[config.mk]
export PLATFORM = sky130hd
export DESIGN_NAME = instruction_queue_register
export DESIGN_NICKNAME = d
export VERILOG_FILES = /design/src/rtl/instruction_queue_register.sv
export SDC_FILE = /design/constraint.sdc
export NUM_CORES = 1
export LEC_CHECK = 0
export BUFFER_PORTS_ARGS = -buffer_cell sky130_fd_sc_hd__buf_2
export CAP_MARGIN = 20
export CORE_MARGIN = 1.5
export CORE_UTILIZATION = 40
export CTS_CLUSTER_SIZE = 24
export DETAILED_ROUTE_END_ITERATION = 16
export PLACE_DENSITY = 0.62
export SLEW_MARGIN = 20
export SYNTH_ARGS = -nofsm -noshare
export SYNTH_HDL_FRONTEND = slang
export SYNTH_SLANG_ARGS = --single-unit
[constraint.sdc]
create_clock -name clk -period 3.3 [get_ports clk]
set_clock_uncertainty 0.05 [all_clocks]
set_input_delay 0.165 -clock clk [delete_from_list [all_inputs] [get_ports clk]]
set_output_delay 0.165 -clock clk [all_outputs]
set_load 0.02 [all_outputs]
[src/rtl/instruction_queue_register.sv]
// Instruction register fed by a small prefetch FIFO of {pc, instruction} pairs.
// Fetch pushes entries; the control FSM pops the head into the IR with IRWrite.
module instruction_queue_register #(
    parameter int unsigned     DATA_W  = 32,
    parameter int unsigned     ADDR_W  = 32,
    parameter int unsigned     DEPTH   = 4,
    parameter logic [DATA_W-1:0] NOP_VAL = '0
) (
    input  logic                       clk,
    input  logic                       rst,
    input  logic                       fill_valid,
    output logic                       fill_ready,
    input  logic [DATA_W-1:0]          fill_instr,
    input  logic [ADDR_W-1:0]          fill_pc,
    input  logic                       ir_write,
    input  logic                       flush,
    output logic [DATA_W-1:0]          instruction_out,
    output logic [ADDR_W-1:0]          pc_out,
    output logic                       ir_valid,
    output logic [$clog2(DEPTH+1)-1:0] count,
    output logic                       underflow
);

    localparam int unsigned PW = $clog2(DEPTH);
    localparam int unsigned CW = $clog2(DEPTH + 1);
    localparam int unsigned EW = DATA_W + ADDR_W;

    logic [EW-1:0]     mem_q [DEPTH];
    logic [PW-1:0]     wr_ptr_q, wr_ptr_d;
    logic [PW-1:0]     rd_ptr_q, rd_ptr_d;
    logic [CW-1:0]     count_q, count_d;
    logic [DATA_W-1:0] instr_q, instr_d;
    logic [ADDR_W-1:0] pc_q, pc_d;
    logic              ir_valid_q, ir_valid_d;
    logic              underflow_q, underflow_d;

    logic              full;
    logic              empty;
    logic              push;
    logic              pop;
    logic [EW-1:0]     head;

    assign full       = (count_q == CW'(DEPTH));
    assign empty      = (count_q == '0);
    assign fill_ready = !full && !flush;
    assign push       = fill_valid && fill_ready;
    // An empty queue never bypasses a same-cycle push into the IR.
    assign pop        = ir_write && !empty && !flush;
    assign head       = mem_q[rd_ptr_q];

    // Next-state for pointers, occupancy and the held IR; flush wins over all.
    always_comb begin
        wr_ptr_d    = wr_ptr_q;
        rd_ptr_d    = rd_ptr_q;
        count_d     = count_q;
        instr_d     = instr_q;
        pc_d        = pc_q;
        ir_valid_d  = ir_valid_q;
        underflow_d = 1'b0;
        if (flush) begin
            wr_ptr_d   = '0;
            rd_ptr_d   = '0;
            count_d    = '0;
            ir_valid_d = 1'b0;
        end else begin
            if (push) begin
                wr_ptr_d = wr_ptr_q + PW'(1);
            end
            if (pop) begin
                rd_ptr_d   = rd_ptr_q + PW'(1);
                instr_d    = head[DATA_W-1:0];
                pc_d       = head[EW-1:DATA_W];
                ir_valid_d = 1'b1;
            end else if (ir_write) begin
                ir_valid_d  = 1'b0;
                underflow_d = 1'b1;
            end
            if (push && !pop) begin
                count_d = count_q + CW'(1);
            end else if (pop && !push) begin
                count_d = count_q - CW'(1);
            end
        end
    end

    // Control and IR state, cleared immediately on reset.
    always_ff @(posedge clk or posedge rst) begin
        if (rst) begin
            wr_ptr_q    <= '0;
            rd_ptr_q    <= '0;
            count_q     <= '0;
            instr_q     <= NOP_VAL;
            pc_q        <= '0;
            ir_valid_q  <= 1'b0;
            underflow_q <= 1'b0;
        end else begin
            wr_ptr_q    <= wr_ptr_d;
            rd_ptr_q    <= rd_ptr_d;
            count_q     <= count_d;
            instr_q     <= instr_d;
            pc_q        <= pc_d;
            ir_valid_q  <= ir_valid_d;
            underflow_q <= underflow_d;
        end
    end

    // Entry storage; contents are meaningless until written, so no reset.
    always_ff @(posedge clk) begin
        if (push) begin
            mem_q[wr_ptr_q] <= {fill_pc, fill_instr};
        end
    end

    assign instruction_out = instr_q;
    assign pc_out          = pc_q;
    assign ir_valid        = ir_valid_q;
    assign count           = count_q;
    assign underflow       = underflow_q;

endmodule

Word-level counts from Yosys, hierarchy flattened
Memory sizes are Yosys's and may differ from the RTL's. A register that Yosys moved wholly into a read port is not among the register bits.
Cells that the tools add are included.
W data, S select, Z words.
{ "totals": {"reg_bits": 9, "ram_bits": 256, "input_bits": 69, "output_inout_bits": 70, "wordCells": 44, "memories": 1} }
{ "classes": {"addsub": 4, "n_eq_ne": 1, "n_mux": 15, "bitwise": 1, "n_reduce_logical": 17} }
{ "memory_table": {"columns": ["memory", "depth", "word_bits", "rd", "rd_clocked_by_memory_dff", "wr", "line_no", "text"], "rows": [
  ["mem_q", 4, 64, 1, 1, 1, "28", "logic [EW-1:0] mem_q [DEPTH];"]
]} }
{ "op_table": {"columns": ["op", "count"], "rows": [
  ["$mux W3", 3],
  ["$mux W1", 8],
  ["$mux W2", 4],
  ["$logic_and A1 B1 Y1", 6],
  ["$reduce_bool A3 Y1", 2],
  ["$logic_not A1 Y1", 5],
  ["$add A2 B1 Y2 const B", 2],
  ["$reduce_bool A2 Y1", 2],
  ["$add A3 B1 Y3 const B", 1],
  ["$eq A3 B3 Y1 const B", 1],
  ["$logic_not A3 Y1", 1],
  ["$sub A3 B1 Y3 const B", 1],
  ["$reduce_and A2 Y1", 1],
  ["$not A1 Y1", 1]
]} }

Logic depth before layout (Yosys ltp)
Gate-level depths: netlist of run 1.
{ "depth": {"ltp_word": 9, "depth_mapped": 7} }

Worst setup path after synthesis of run 1
No wires, ideal clock.
{ "synth_timing": {"path_type": "flip-flop to flip-flop", "startpoint": "register count_q[2] (netlist: count[2])", "endpoint": "memory mem_q[0][0] in the netlist's numbering (enable)", "setup_ns": 0.429, "arrival_ns": 2.369, "required_time_ns": 2.821, "setup_slack_ns": 0.452, "path_stages_with_launch": 4, "n_path_buf": 1, "synth_period_minus_slack_ns": 2.848, "path_cell_list": "dfrtp_1 -> or3b_1 -> buf_6 -> and3_1"} }
{ "synth_between": {"elab_chain_len": 6} }
{ "synth_lines": {"columns": ["element", "line_no", "text"], "rows": [
  ["start, declared", "31", "logic [CW-1:0] count_q, count_d;"],
  ["start signal, assigned", "99", "count_q <= count_d;"],
  ["$eq A3 B3 Y1", "43", "assign full = (count_q == CW'(DEPTH));"],
  ["$logic_not A1 Y1", "45", "assign fill_ready = !full && !flush;"],
  ["$logic_and A1 B1 Y1", "45", null],
  ["$logic_and A1 B1 Y1", "46", "assign push = fill_valid && fill_ready;"],
  ["$mux W1", "109", "if (push) begin"],
  ["$mux W1 (not written as such)", "110", "mem_q[wr_ptr_q] <= {fill_pc, fill_instr};"],
  ["end, declared", "28", null]
]} }
No other way between the ends.

Final worst setup path of run 1
{ "layout_timing": {"startpoint": "register count_q[2] (netlist: count[2])", "endpoint": "register count_q[2] (netlist: count[2])"} }
{ "layout_between": {"elab_chain_len": 8, "word_cells_on_any_way": 18, "classes_between": "add/sub: 2; eq/ne: 1; mux: 3; reduce/logical: 12"} }
{ "layout_lines": {"columns": ["element"], "rows": [
  ["branches (longest 8 deep; another with $sub A3 B1 Y3)"]
]} }
Parallel ways; which one is timed is not known. The select of a mux whose other input is x is not followed.
A chain may end at the register's enable or synchronous reset.

==> flow_metrics.py, run 1 <==
metrics = {
    "run_status": {
        "status": "finished clean",
    },
    "synthesis": {
        "synth.area.top_cells": "edfxtp_1 63%, dfrtp_1 15%, mux4_2 12%",
        "yosysMostFrequentCell": "edfxtp_1",
        "synth-seq-cells": 329,
        "yosysSeqAreaShare_pct": 78.3,
        "synth_edf_count": 256,
        "syn_area_per_cell_um2": 22.8,
        "synth_common_cells": "256 x edfxtp_1, 73 x dfrtp_1, 65 x mux4_2, 64 x mux2_2, 12 x buf_2",
        "synth_area_leader_cell": "edfxtp_1",
        "netlist_area_um2": 12200,
        "ys.warnings.count": 0,
        "synthArstFlopShare_pct": 22.2,
        "netlist.area_leader.share_pct": 63.2,
        "synth_cells": 533,
        "ys_types": 30,
        "synth_flop_cell": "edfxtp_1",
        "synth_nets": 607,
    },
    "floorplanning": {
        "fp.coreArea_um2": 29800,
        "die-height_um": 177,
        "die_x_um": 177,
        "rows": 63,
        "pin_count": 139,
        "initial_utilization_pct": 40.8,
        "die-area_um2": 31400,
    },
    "sta": {
        "fin_crit_ns": 2.32,
        "tightest_slew_ns": 1.04,
        "whs_ns": 0.292,
        "rsz0062_at_grt": "false",
        "max_freq_mhz": 431,
        "tns_ns": 0,
        "relSlewSlack_pct": 30.5,
        "hold_violations": 0,
        "report.final.slew_viol_count": 0,
        "min_period_over_period_pct": 70.2,
        "setup_viol": 0,
    },
    "power_and_ir_drop": {
        "power_density_nw_per_um2": 789,
        "ir_worst_vdd_mv": 0.480,
        "p_leak_nw": 5.43,
    },
    "detailed_routing": {
        "viasPerCell": 5.08,
        "dr.pass1.iters": 4,
        "drc": 0,
        "wl_per_cell_um": 19.9,
        "detail-route-antenna-nets": 0,
        "vias": 5997,
        "wirelength_um": 23500,
        "drt-initial-drc-count": 240,
    },
    "clocking": {
        "clock_latency_ns": 0.51,
        "cts_sinks": 329,
        "cts_resized": 0,
        "root_buffer": "clkbuf_16",
        "cts-hold-fix-buffers": 68,
        "htreeDepth": 2,
        "numCtsBuffers": 36,
        "clockBufferDepth": 3,
        "cts_setup_buffers": 0,
        "cts_tree": "built",
        "clk_pin_slew_worst_paths_ns": 0.06,
    },
    "flow_run": {
        "drv_cap": 0,
    },
    "placed_design": {
        "place_congestion": 0.773,
        "io_buffers": 138,
        "dp_hpwl_um": 13100,
        "dpl-instance-area_um2": 13400,
    },
    "cells_and_area": {
        "final_cell_area_um2": 15300,
        "seq_area_um2": 9520,
        "multi_input_area_um2": 2540,
        "fin_util_pct": 51.4,
        "finalNetCount": 837,
        "area_delta_synth_final_pct": 26.0,
        "filler_cell_count": 2397,
        "drive_above_1_share_pct": 43.3,
    },
    "grt": {
        "grt_max_degree": 66,
        "grt_remaining_overflow": 0,
        "grt_use_total_pct": 15.3,
        "antenna_found_initial": 0,
        "grt_pass1_wl_um": 36200,
        "grt_pass1_vias": 6520,
    },
    "setup_path": {
        "start_kind": "register",
        "crit_type": "register to register",
        "path_cells": "or3b_1 -> nand3_1 -> inv_1 -> fa_1 -> mux4_2 -> o22ai_2",
        "path_delay_family": "simple AND/OR/NAND/NOR gates",
        "crit_slowest_cell": "or3b_1",
        "crit_buf_inv": 1,
        "max_stage_delay_ns": 0.52,
        "end_kind": "register",
        "cp.arrival_ns": 2.70,
        "cp_max_fo": 10,
        "critical_path_required_ns": 3.68,
    },
    "min_path": {
        "hp-class": "input port to async pin",
    },
}
## metal layers
metal	global-route usage (%)	vias up	wire, µm
li1	-	2632	-
met1	20.2	3176	10400
met2	25.8	154	11600
met3	2.85	35	1080
met4	4.66	0	460
met5	0	-	0
## layout by cell type, fill, tap and decap left out, drive strengths merged
cell type    instances
diode                1
nand2                6
clkbuf              49
and2                 2
nor3                 1
nand3                2
edfxtp             256
o31a                 1
bufinv               4
xor2                 1
o31ai                3
nand3b               1
nand2b               3
or3b                 1
dlygate4sd3         68
nor2b                2
fa                   1
ha                   4
and3                 4
o21ai                1
mux2                64
clkinvlp             1
o22ai                1
a21oi                2
xnor2                3
nor2                 5
a21o                 1
clkinv               9
dfrtp               73
mux4                65
buf                147
inv                  8
a311o                1
## worst min-delay path: stages
cell           delay (ns)
dlygate4sd3_1        0.54
buf_2                0.15
inv_6                0.50
## power breakdown
group	internal, mW	switching (mW)
combinational	1.22	1.30
sequential	5.10	0.403
clock	2.51	1.55
## layout make-up
cell class | instances | share of cell area [%]
clock buffer | 49 | 6.73
tap | 390 | 3.19
inverter | 6 | 0.180
antenna | 1 | 0.0163
sequential | 329 | 62.2
clock inverter | 16 | 1.24
multi-input combinational | 175 | 16.6
timing repair buffer | 215 | 9.89
## sequential cells by signal (all words and copies together), names as in the netlist
register	count
mem_q	256
instruction_out	32
pc_out	32
count	3
rd_ptr_q	2
wr_ptr_q	2
ir_valid	1
underflow	1
## stage by stage
stage	setup WS [ns]	std cells	total power [mW]
after detailed placement	0.992	1047	8.11
after floorplan	0.452	533	7.18
after global routing	0.868	1180	12.6
after CTS	0.973	1180	12.3
final	0.982	1181	12.1
after global placement	1.07	1047	8.03
## worst paths after layout
kind | start | end | slack [ns] | cells after the start
min in group clk | fill_instr[23] | mem_q[3][23]$_DFFE_PP_ | 0.36 | 2
worst max-delay path | count[2]$_DFFE_PP0P_ | count[2]$_DFFE_PP0P_ | 0.98 | 6
worst min-delay path | rst | instruction_out[4]$_DFFE_PP0P_ | 0.29 | 3
max in group asynchronous | rst | instruction_out[12]$_DFFE_PP0P_ | 2.25 | 4
worst max register to register | count[2]$_DFFE_PP0P_ | count[2]$_DFFE_PP0P_ | 0.98 | 6
worst min register to register | pc_out[13]$_DFFE_PP0P_ | pc_out[13]$_DFFE_PP0P_ | 0.45 | 1
## cell families (layout without fill, tap and decap cells)
kind of cell,Yosys count,in the layout,synth area share (%)
muxes,129,129,18.0
DFF,329,329,78.3
AOI/OAI and AO/OA,10,10,0.638
adders and majority gates,5,5,0.577
buffers and inverters,29,286,1.08
and+or+nand+nor,27,27,1.16
xor gates and xnor gates,4,4,0.288
other,0,1,0
(Power assumes the default switching activity.)
==> run 2: changes to the inputs <==
--- a/config.mk
+++ b/config.mk
@@ -11,7 +11,7 @@
 export CORE_UTILIZATION = 40
 export CTS_CLUSTER_SIZE = 24
 export DETAILED_ROUTE_END_ITERATION = 16
-export PLACE_DENSITY = 0.62
+export PLACE_DENSITY = 0.64
 export SLEW_MARGIN = 20
 export SYNTH_ARGS = -nofsm -noshare
 export SYNTH_HDL_FRONTEND = slang
==> constraint.sdc (replaced) <==
create_clock -name clk -period 2.05 [get_ports clk]
set_clock_uncertainty 0.05 [all_clocks]
set_input_delay 0.1025 -clock clk [delete_from_list [all_inputs] [get_ports clk]]
set_output_delay 0.1025 -clock clk [all_outputs]
set_load 0.02 [all_outputs]
==> run 2 against run 1 <==
Final area grew 0.87%. Wire length grew 1.3%. First-iteration DRC count grew 50%. Non-clock buffer count grew 15. Count of clock-buffer cells in the layout is the same. Global-route usage grew 0.31 points. Worst setup slack lost 0.93 ns. Die area is the same. Via count grew 0.28%. Sequential power grew 57%. Sequential cell count is the same. Sequential share of layout area shrank 0.51 points. Critical path type unchanged. Largest power group unchanged. Highest routed layer unchanged.
==> flow_metrics.py, run 2 (synthesized netlist as in run 1, its figures left out) <==
metrics = {
    "setup_path": {
        "end_kind": "register",
        "crit_type": "register to register",
        "start_kind": "register",
        "cp.arrival_ns": 2.38,
        "crit_buf_inv": 1,
        "critical_path_required_ns": 2.42,
        "cp_max_fo": 5,
        "crit_slowest_cell": "dfrtp_2",
        "path_delay_family": "simple AND/OR/NAND/NOR gates",
        "max_stage_delay_ns": 0.44,
        "path_cells": "or3b_4 -> nand3_2 -> inv_1 -> fa_2 -> mux4_2 -> o22ai_2",
    },
    "floorplanning": {
        "initial_utilization_pct": 40.8,
        "die-height_um": 177,
        "rows": 63,
        "die_x_um": 177,
        "die-area_um2": 31400,
        "pin_count": 139,
        "fp.coreArea_um2": 29800,
    },
    "placed_design": {
        "dp_hpwl_um": 13700,
        "io_buffers": 138,
        "place_congestion": 0.746,
        "dpl_worst_slack_ns": 0.0399,
    },
    "detailed_routing": {
        "wl_per_cell_um": 19.9,
        "dr.pass1.iters": 4,
        "drc": 0,
        "viasPerCell": 5.03,
        "drt-initial-drc-count": 359,
        "vias": 6014,
        "wirelength_um": 23800,
        "detail-route-antenna-nets": 0,
    },
    "power_and_ir_drop": {
        "power_density_nw_per_um2": 1250,
        "total_power_mw": 19.3,
        "ir_worst_vdd_mv": 0.760,
        "p_leak_nw": 5.49,
    },
    "sta": {
        "setup_ws_ns": 0.0472,
        "hold_violations": 0,
        "relSlewSlack_pct": 56.0,
        "tightest_slew_ns": 0.660,
        "fin_crit_ns": 2.00,
        "rsz0062_at_grt": "true",
        "max_freq_mhz": 499,
        "setup_viol": 0,
        "min_period_over_period_pct": 97.7,
        "report.final.slew_viol_count": 0,
        "tns_ns": 0,
    },
    "cells_and_area": {
        "area_delta_synth_final_pct": 27.1,
        "seq_area_um2": 9530,
        "largest-register": "mem_q",
        "final_common_cell": "edfxtp_1",
        "multi_input_area_um2": 2550,
        "antenna_cells": 0,
        "drive_above_1_share_pct": 44.7,
        "finalNetCount": 852,
        "largest_reg_flops": 256,
        "fin_util_pct": 51.8,
        "filler_cell_count": 2360,
        "final_cell_mix": "256 x edfxtp_1, 138 x buf_2, 69 x dlygate4sd3_1, 68 x dfrtp_1, 65 x mux4_2",
    },
    "flow_run": {
        "drv_cap": 0,
    },
    "clocking": {
        "clock_latency_ns": 0.52,
        "root_buffer": "clkbuf_16",
        "numCtsBuffers": 36,
        "clockBufferDepth": 3,
        "cts_tree": "built",
        "htreeDepth": 2,
        "clk_pin_slew_worst_paths_ns": 0.06,
        "cts_sinks": 329,
    },
    "grt": {
        "antenna_found_initial": 0,
        "grt_pass1_wl_um": 37000,
        "grt_remaining_overflow": 0,
        "grt_use_total_pct": 15.6,
        "grt_max_degree": 65,
        "grt_pass1_vias": 6681,
    },
    "run_status": {
        "status": "finished clean",
    },
    "min_path": {
        "hp-class": "input port to async pin",
    },
}
[run 2: cell count changes in the layout (fill, tap and decap cells not counted), moves of 2 or more]
cell       delta
buf_4        +10
buf_12        +4
dfrtp_1       -3
dfrtp_2       +3
inv_6         -3
bufinv_16     -2
clkinv_1      +2
[run 2: what timing repair did]
item / in CTS / in global routing
setup buffers: 0 / 2
endpoints found under the setup margin: 0 / 1
hold buffers: 69 / 0
resized for setup: 0 / 2
endpoints found under the hold margin: 338 / 0
[run 2: final cells by class]
class                      instances  area share, %
inverter                           6          0.170
clock inverter                    16          0.988
timing repair buffer             230           10.9
multi-input combinational        175           16.5
tap                              390           3.16
sequential                       329           61.7
clock buffer                      49           6.61
[run 2: worst paths after layout]
| path | from | end | slack, ns | depth (start not counted) |
|---|---|---|---|---|
| setup / recovery | count[1]$_DFFE_PP0P_ | count[2]$_DFFE_PP0P_ | 0.05 | 6 |
| hold / removal | rst | pc_out[6]$_DFFE_PP0P_ | 0.05 | 3 |
| setup reg to reg | count[1]$_DFFE_PP0P_ | count[2]$_DFFE_PP0P_ | 0.05 | 6 |
| hold reg to reg | instruction_out[11]$_DFFE_PP0P_ | instruction_out[11]$_DFFE_PP0P_ | 0.45 | 1 |
| max in group asynchronous | rst | pc_out[24]$_DFFE_PP0P_ | 1.29 | 4 |
| min in group clk | fill_pc[14] | mem_q[3][46]$_DFFE_PP_ | 0.29 | 2 |
[run 2: metrics by stage]
step / hold slack, ns / instance area (µm²) / std cells
floorplan: 0.151 / 12200 / 533
global placement: 0.0400 / 13600 / 1059
detailed placement: 0.0363 / 13600 / 1059
CTS: 0.0501 / 15400 / 1193
global route: 0.0731 / 15400 / 1195
finish: 0.0474 / 15400 / 1195
[run 2: power by group]
part | total, mW | switching [mW] | internal [mW]
clock | 6.28 | 2.52 | 3.77
combinational | 4.40 | 2.32 | 2.08
sequential | 8.66 | 0.453 | 8.21
[run 2: layer usage]
layer  wire [µm]  vias to the layer above  global-route usage [%]
met5           0                        -                       0
met4         553                        0                    4.66
met3        1210                       57                    3.26
met2       12200                      164                    27.4
met1        9880                     3140                    19.4
li1            -                     2653                       -
[run 2: worst min-delay path, cell delays in order]
cell	delay (ns)
dlygate4sd3_1	0.52
buf_2	0.13
clkinvlp_4	0.23
